**src/rtl/vga_timing_pkg.sv**
```systemverilog
// Shared state encodings, standard 640x480@60 timing constants and small
// elaboration-time helpers for the raster timing generator.
package vga_timing_pkg;

  typedef logic [1:0] vga_state_t;

  localparam vga_state_t ST_IDLE  = 2'd0;
  localparam vga_state_t ST_RUN   = 2'd1;
  localparam vga_state_t ST_DRAIN = 2'd2;

  localparam int unsigned VGA640_H_ACTIVE = 640;
  localparam int unsigned VGA640_H_FP     = 16;
  localparam int unsigned VGA640_H_SYNC   = 96;
  localparam int unsigned VGA640_H_BP     = 48;
  localparam int unsigned VGA640_V_ACTIVE = 480;
  localparam int unsigned VGA640_V_FP     = 10;
  localparam int unsigned VGA640_V_SYNC   = 2;
  localparam int unsigned VGA640_V_BP     = 33;

  function automatic int unsigned axis_total(input int unsigned act, input int unsigned fp,
                                             input int unsigned sync, input int unsigned bp);
    return act + fp + sync + bp;
  endfunction

  function automatic logic in_window(input int unsigned v, input int unsigned lo,
                                     input int unsigned len);
    return (v >= lo) && (v < lo + len);
  endfunction

endpackage

```
**src/rtl/vga_axis_counter.sv**
```systemverilog
// One raster axis: wrap counter with enable, plus decode of the value the
// counter takes after this edge so the owner can register outputs in step.
module vga_axis_counter
  import vga_timing_pkg::*;
#(
  parameter int unsigned TOTAL      = 800,
  parameter int unsigned ACTIVE     = 640,
  parameter int unsigned SYNC_START = 656,
  parameter int unsigned SYNC_LEN   = 96,
  parameter int unsigned CW         = 11
) (
  input  logic          clk,
  input  logic          rst_l,
  input  logic          en,
  output logic          last_c,
  output logic [CW-1:0] nxt_c,
  output logic          act_nxt_c,
  output logic          sync_nxt_c
);

  logic [CW-1:0] cnt;

  always_comb begin
    last_c = (cnt == CW'(TOTAL - 1));
    nxt_c  = cnt;
    if (en) begin
      nxt_c = last_c ? '0 : cnt + CW'(1);
    end
    act_nxt_c  = (nxt_c < CW'(ACTIVE));
    sync_nxt_c = in_window(32'(nxt_c), SYNC_START, SYNC_LEN);
  end

  always_ff @(posedge clk or negedge rst_l) begin
    if (!rst_l) begin
      cnt <= '0;
    end else begin
      cnt <= nxt_c;
    end
  end

endmodule

```
**src/rtl/vga_timing_gen.sv**
```systemverilog
// Parametrised raster timing generator on a pixel clock-enable, with
// registered sync/active/coordinates, strobes, frame count and lead fetch.
module vga_timing_gen
  import vga_timing_pkg::*;
#(
  parameter int unsigned H_ACTIVE = VGA640_H_ACTIVE,
  parameter int unsigned H_FP     = VGA640_H_FP,
  parameter int unsigned H_SYNC   = VGA640_H_SYNC,
  parameter int unsigned H_BP     = VGA640_H_BP,
  parameter int unsigned V_ACTIVE = VGA640_V_ACTIVE,
  parameter int unsigned V_FP     = VGA640_V_FP,
  parameter int unsigned V_SYNC   = VGA640_V_SYNC,
  parameter int unsigned V_BP     = VGA640_V_BP,
  parameter logic        HS_POL   = 1'b0,
  parameter logic        VS_POL   = 1'b0,
  parameter int unsigned PIX_DIV  = 4,
  parameter int unsigned LEAD     = 2,
  parameter int unsigned CW       = 11,
  parameter int unsigned FCW      = 8
) (
  input  logic           clk,
  input  logic           rst_l,
  input  logic           run,
  output logic           pix_ce,
  output logic           hsync,
  output logic           vsync,
  output logic           active,
  output logic [CW-1:0]  col,
  output logic [CW-1:0]  row,
  output logic           line_start,
  output logic           frame_start,
  output logic [FCW-1:0] frame_cnt,
  output logic           fetch_valid,
  output logic [CW-1:0]  fetch_col,
  output logic [CW-1:0]  fetch_row
);

  localparam int unsigned H_TOTAL      = axis_total(H_ACTIVE, H_FP, H_SYNC, H_BP);
  localparam int unsigned V_TOTAL      = axis_total(V_ACTIVE, V_FP, V_SYNC, V_BP);
  localparam int unsigned H_SYNC_START = H_ACTIVE + H_FP;
  localparam int unsigned V_SYNC_START = V_ACTIVE + V_FP;
  localparam int unsigned DW           = (PIX_DIV > 1) ? $clog2(PIX_DIV) : 1;

  vga_state_t    state;
  vga_state_t    state_nxt_c;
  logic [DW-1:0] div;
  logic [DW-1:0] div_nxt_c;
  logic          adv_c;
  logic          h_en_c;
  logic          v_en_c;
  logic          disp_c;
  logic          frame_last_c;

  logic          h_last_c, v_last_c;
  logic [CW-1:0] h_nxt_c, v_nxt_c;
  logic          h_act_c, v_act_c, h_sync_c, v_sync_c;
  logic          vis_c;
  logic          fs_c;

  logic [CW:0]   fh_sum_c, fv_sum_c;
  logic          fh_wrap_c, fv_wrap_c;
  logic [CW-1:0] fh_c, fv_c;
  logic          fvis_c;

  // Free-running divider; the pixel advances on the edge that enters pix_ce.
  always_comb begin
    div_nxt_c = (div == DW'(PIX_DIV - 1)) ? '0 : div + DW'(1);
    adv_c     = (div_nxt_c == DW'(PIX_DIV - 1));
  end

  always_ff @(posedge clk or negedge rst_l) begin
    if (!rst_l) begin
      div <= '0;
    end else begin
      div <= div_nxt_c;
    end
  end

  assign h_en_c       = adv_c && (state != ST_IDLE);
  assign v_en_c       = h_en_c && h_last_c;
  assign frame_last_c = h_last_c && v_last_c;

  vga_axis_counter #(
    .TOTAL      (H_TOTAL),
    .ACTIVE     (H_ACTIVE),
    .SYNC_START (H_SYNC_START),
    .SYNC_LEN   (H_SYNC),
    .CW         (CW)
  ) u_hcnt (
    .clk        (clk),
    .rst_l      (rst_l),
    .en         (h_en_c),
    .last_c     (h_last_c),
    .nxt_c      (h_nxt_c),
    .act_nxt_c  (h_act_c),
    .sync_nxt_c (h_sync_c)
  );

  vga_axis_counter #(
    .TOTAL      (V_TOTAL),
    .ACTIVE     (V_ACTIVE),
    .SYNC_START (V_SYNC_START),
    .SYNC_LEN   (V_SYNC),
    .CW         (CW)
  ) u_vcnt (
    .clk        (clk),
    .rst_l      (rst_l),
    .en         (v_en_c),
    .last_c     (v_last_c),
    .nxt_c      (v_nxt_c),
    .act_nxt_c  (v_act_c),
    .sync_nxt_c (v_sync_c)
  );

  // Leaving a running frame with run low drops straight to IDLE at frame end.
  always_comb begin
    state_nxt_c = state;
    if (adv_c) begin
      case (state)
        ST_IDLE: begin
          if (run) state_nxt_c = ST_RUN;
        end
        ST_RUN, ST_DRAIN: begin
          if (frame_last_c && !run) state_nxt_c = ST_IDLE;
          else                      state_nxt_c = run ? ST_RUN : ST_DRAIN;
        end
        default: state_nxt_c = ST_IDLE;
      endcase
    end
  end

  always_ff @(posedge clk or negedge rst_l) begin
    if (!rst_l) begin
      state <= ST_IDLE;
    end else begin
      state <= state_nxt_c;
    end
  end

  // Lead position: single carry is enough because LEAD < H_TOTAL.
  always_comb begin
    disp_c    = (state_nxt_c != ST_IDLE);
    vis_c     = h_act_c && v_act_c;
    fs_c      = (h_nxt_c == '0) && (v_nxt_c == '0);
    fh_sum_c  = {1'b0, h_nxt_c} + (CW+1)'(LEAD);
    fh_wrap_c = (fh_sum_c >= (CW+1)'(H_TOTAL));
    fh_c      = fh_wrap_c ? CW'(fh_sum_c - (CW+1)'(H_TOTAL)) : CW'(fh_sum_c);
    fv_sum_c  = {1'b0, v_nxt_c} + (CW+1)'(fh_wrap_c);
    fv_wrap_c = (fv_sum_c >= (CW+1)'(V_TOTAL));
    fv_c      = fv_wrap_c ? '0 : CW'(fv_sum_c);
    fvis_c    = (fh_c < CW'(H_ACTIVE)) && (fv_c < CW'(V_ACTIVE));
  end

  always_ff @(posedge clk or negedge rst_l) begin
    if (!rst_l) begin
      pix_ce      <= 1'b0;
      hsync       <= ~HS_POL;
      vsync       <= ~VS_POL;
      active      <= 1'b0;
      col         <= '0;
      row         <= '0;
      line_start  <= 1'b0;
      frame_start <= 1'b0;
      frame_cnt   <= '0;
      fetch_valid <= 1'b0;
      fetch_col   <= '0;
      fetch_row   <= '0;
    end else begin
      pix_ce      <= adv_c;
      line_start  <= 1'b0;
      frame_start <= 1'b0;
      if (adv_c) begin
        if (!disp_c) begin
          hsync       <= ~HS_POL;
          vsync       <= ~VS_POL;
          active      <= 1'b0;
          col         <= '0;
          row         <= '0;
          frame_cnt   <= '0;
          fetch_valid <= 1'b0;
          fetch_col   <= '0;
          fetch_row   <= '0;
        end else begin
          hsync       <= h_sync_c ? HS_POL : ~HS_POL;
          vsync       <= v_sync_c ? VS_POL : ~VS_POL;
          active      <= vis_c;
          col         <= vis_c ? h_nxt_c : '0;
          row         <= vis_c ? v_nxt_c : '0;
          line_start  <= (h_nxt_c == '0);
          frame_start <= fs_c;
          // The first frame after IDLE is frame 0; later frame starts count.
          if (state == ST_IDLE) frame_cnt <= '0;
          else if (fs_c)        frame_cnt <= frame_cnt + FCW'(1);
          fetch_valid <= fvis_c && !(fv_wrap_c && !run);
          fetch_col   <= fvis_c ? fh_c : '0;
          fetch_row   <= fvis_c ? fv_c : '0;
        end
      end
    end
  end

endmodule
```
**config.mk**
```make
export PLATFORM = sky130hd
export DESIGN_NAME = vga_timing_gen
export DESIGN_NICKNAME = d
export VERILOG_FILES = /design/src/rtl/vga_timing_pkg.sv /design/src/rtl/vga_axis_counter.sv /design/src/rtl/vga_timing_gen.sv
export SDC_FILE = /design/constraint.sdc
export NUM_CORES = 1
export LEC_CHECK = 0
export CAP_MARGIN = 25
export CELL_PAD_IN_SITES_DETAIL_PLACEMENT = 1
export CELL_PAD_IN_SITES_GLOBAL_PLACEMENT = 2
export CORE_MARGIN = 2
export CORE_UTILIZATION = 25
export DETAILED_ROUTE_END_ITERATION = 8
export PLACE_DENSITY = 0.66
export SYNTH_ARGS = -nofsm -noshare
export SYNTH_HDL_FRONTEND = slang
export SYNTH_HIERARCHICAL = 1
export SYNTH_SLANG_ARGS = --single-unit
```
**constraint.sdc**
```tcl
create_clock -name clk -period 6.5 [get_ports clk]
set_input_delay 0.65 -clock clk [delete_from_list [all_inputs] [get_ports clk]]
set_output_delay 0.65 -clock clk [all_outputs]
set_load 0.05 [all_outputs]
```
==> flow_metrics.py <==
metrics = {
    "finish": {
        "layout_common_cells": "dfrtp_1 (83), clkdlybuf4s50_1 (60), nand2_1 (51)",
        "fin_area_um2": 6250,
        "area_delta_synth_final_pct": 24.1,
        "final_common_cell": "dfrtp_1",
        "final_nets": 569,
        "multi_input_area_um2": 2630,
        "diodes": 0,
        "drive_gt1_share_pct": 12.2,
        "fillers": 2253,
        "seq_area_um2": 2130,
    },
    "timing": {
        "period_needed_ns": 5.53,
        "hold_violations": 0,
        "setup_violations": 0,
        "skew_ns": 0.0115,
        "slew_headroom_pct": 48.7,
        "post-route-period-util_pct": 85.1,
        "rsz0062_at_grt": "false",
        "worst_pin_slew_ns": 0.765,
        "fin_setup_tns_ns": 0,
        "timing.fmax_ghz": 0.181,
        "slew_viol_final": 0,
    },
    "worst_setup_path": {
        "crit_top_cell": "ha_1",
        "crit_path_cell_trace": "inv_1 > ha_1 > nor2b_4 > nand3_2 > nor3_1 > xor2_1 > and4_1 > nand2_1 > a2bb2oi_2 > o21ai_4 > ha_1 > ha_1 > nand2_1 > or3_1 > a211oi_1 > mux2i_1 > nor2_4 > o32ai_2",
        "path_delay_family": "simple AND/OR/NAND/NOR gates",
        "max_stage_delay_ns": 0.63,
        "cp-start-kind": "flip-flop",
        "cp.arrival_ns": 5.76,
        "critical_path_required_ns": 6.73,
        "end_kind": "flip-flop",
        "worst-setup-path-type": "reg2reg",
        "cp_num_buf_inv": 1,
        "cp_slowest_cell": "xor2_1",
        "crit_fanout": 12,
    },
    "global_route": {
        "antenna_found_initial": 0,
        "grt-ovfl-total": 0,
        "grt.total_usage_pct": 14.3,
        "grt_pass1_wl_um": 24300,
        "grt_pass1_vias": 4442,
        "grt_max_degree": 59,
    },
    "clocking": {
        "cts_sinks": 85,
        "tritoncts": "yes",
        "clk_latency_ns": 0.36,
        "cts_hold_repair.buffers": 0,
        "max-clock-path-buffers": 2,
        "cts_inserted_buffers": 9,
        "cts_max_level": 3,
        "clkSlewWorstSetupHoldPaths_ns": 0.06,
        "ctsRootBufferMaster": "clkbuf_16",
        "post_cts_buffers": 0,
        "cts-resized-gates": 0,
    },
    "flow_run": {
        "drv_cap": 0,
    },
    "synth": {
        "async_flop_share_pct": 100,
        "yosys_warnings": 6,
        "synthFlopType": "dfrtp_1",
        "synth_area_per_cell_um2": 10.1,
        "syn_inst": 500,
        "synth-seq-cells": 85,
        "ys_types": 78,
        "syn_nets": 515,
        "ys_seq_area_share_pct": 42.2,
        "syn_area_um2": 5040,
        "synth_edf_count": 0,
    },
    "drt": {
        "firstDrtPassIters": 5,
        "detail_route.iter0.violations": 253,
        "routed_wl_um": 14600,
        "postRouteAntennaNets": 0,
        "vias_per_cell": 4.94,
        "wire_per_inst_um": 17.7,
        "via_count": 4074,
        "route.detailed.drc": 0,
    },
    "worst_hold_path": {
        "hold_path.class": "in2async",
    },
    "place": {
        "dpl.hpwl_um": 10500,
        "gp_congestion": 0.773,
        "placed_area_um2": 5920,
        "portBuffers": 61,
    },
    "run_status": {
        "status": "finished clean",
    },
    "die": {
        "die_x_um": 146,
        "coreArea_um2": 19700,
        "die_y_um": 146,
        "start_util_pct": 25.6,
        "ios": 62,
        "rows": 51,
        "die-area_um2": 21300,
    },
    "power": {
        "powerDensity_nw_per_um2": 273,
        "peakVddDrop_mv": 0.243,
        "finalPower_w": 0.00170,
        "p_leak_nw": 2.53,
    },
}
## through the flow
step	instances	utilization, %	worst slack [ns]	hold WS, ns
2_1_floorplan	500	-	1.47	0.354
3_3_place_gp	807	30.0	1.21	0.441
3_5_place_dp	808	30.1	0.966	0.451
4_1_cts	824	31.8	0.938	0.222
5_1_grt	824	31.8	0.394	0.240
6_report	824	31.8	0.966	0.214
## Yosys cell counts, types with 4 or more instances
cell       count  area (um^2)
nor2b_1        7         43.8
a22o_1        23          201
dfrtp_1       83         2080
or3_1          5         31.3
o21ai_0       14         70.1
o32ai_2        8          130
and2_1         5         31.3
buf_2          7         35.0
xor2_1        14          123
inv_1         25         93.8
nor2_1        31          116
buf_6          5         56.3
buf_4          5         37.5
and3_1         6         37.5
nor3_1        11         55.1
clkbuf_1      14         52.6
nand3_1       13         65.1
nor4_1         5         31.3
mux2i_1        4         40.0
a21oi_1       11         55.1
nand4_1       13         81.3
nand2_1       51          191
xnor2_1       27          236
o22ai_1        4         25.0
o2bb2ai_1     13          114
a211oi_1       4         30.0
and4_1         4         35.0
ha_1          12          150
## cells by family after synthesis
logic type | after synthesis | synth area share, %
simple gates | 187 | 21.8
fa+ha+maj | 12 | 2.98
xor+xnor | 42 | 7.45
flops | 85 | 42.2
mux | 8 | 1.91
buf+inv | 57 | 5.56
compound gates | 109 | 18.1
## worst register-to-register path, stage by stage, from the launching register on
cell	delay, ns
dfrtp_1	0.37
inv_1	0.08
ha_1	0.26
nor2b_4	0.28
nand3_2	0.18
nor3_1	0.33
xor2_1	0.63
and4_1	0.37
nand2_1	0.10
a2bb2oi_2	0.19
o21ai_4	0.24
ha_1	0.33
ha_1	0.40
nand2_1	0.21
or3_1	0.40
a211oi_1	0.32
mux2i_1	0.23
nor2_4	0.32
o32ai_2	0.16
## path summary, 6_finish.rpt
path / from / endpoint / slack [ns] / depth (start not counted)
max: state[1] / fetch_col[9] / 0.97 / 18
min: rst_l / fetch_row[5] / 0.21 / 1
max reg2reg: state[1] / fetch_col[9] / 0.97 / 18
min reg2reg: div[0] / div[0] / 0.46 / 1
max in group asynchronous: rst_l / u_hcnt/cnt[6] / 5.19 / 2
min in group clk: div[0] / div[0] / 0.46 / 1
## sequential cells by signal, summed over array words and instances, names as in the netlist
register     count
active           1
fetch_row       11
u_hcnt/cnt      11
pix_ce           1
row             11
hsync            1
line_start       1
fetch_col       11
fetch_valid      1
col             11
state            2
vsync            1
div              2
frame_cnt        8
frame_start      1
u_vcnt/cnt      11
## metal layers
layer  part of all wire, %  global-route usage [%]  up-vias
li1                      -                       -     1924
met1                    49                    19.5     2071
met2                    47                    23.3       65
met3                   2.4                    2.35       14
met4                   1.7                    4.81        0
met5                     0                       0        -
## area by class of cell
cell class              count  area share (%)
clock buffers              12            3.78
clock inverters             4            1.56
inverters                  25            1.50
multi-input cells         358            42.1
flip-flops and latches     85            34.1
well taps                 265            5.30
repair buffers             75            11.7
## power by group
part           total, W  internal, W  switching (W)
Combinational  0.000475     0.000165       0.000310
Sequential     0.000634     0.000583      0.0000512
Clock          0.000596     0.000376       0.000220
Power figures use the tool's default switching activity.
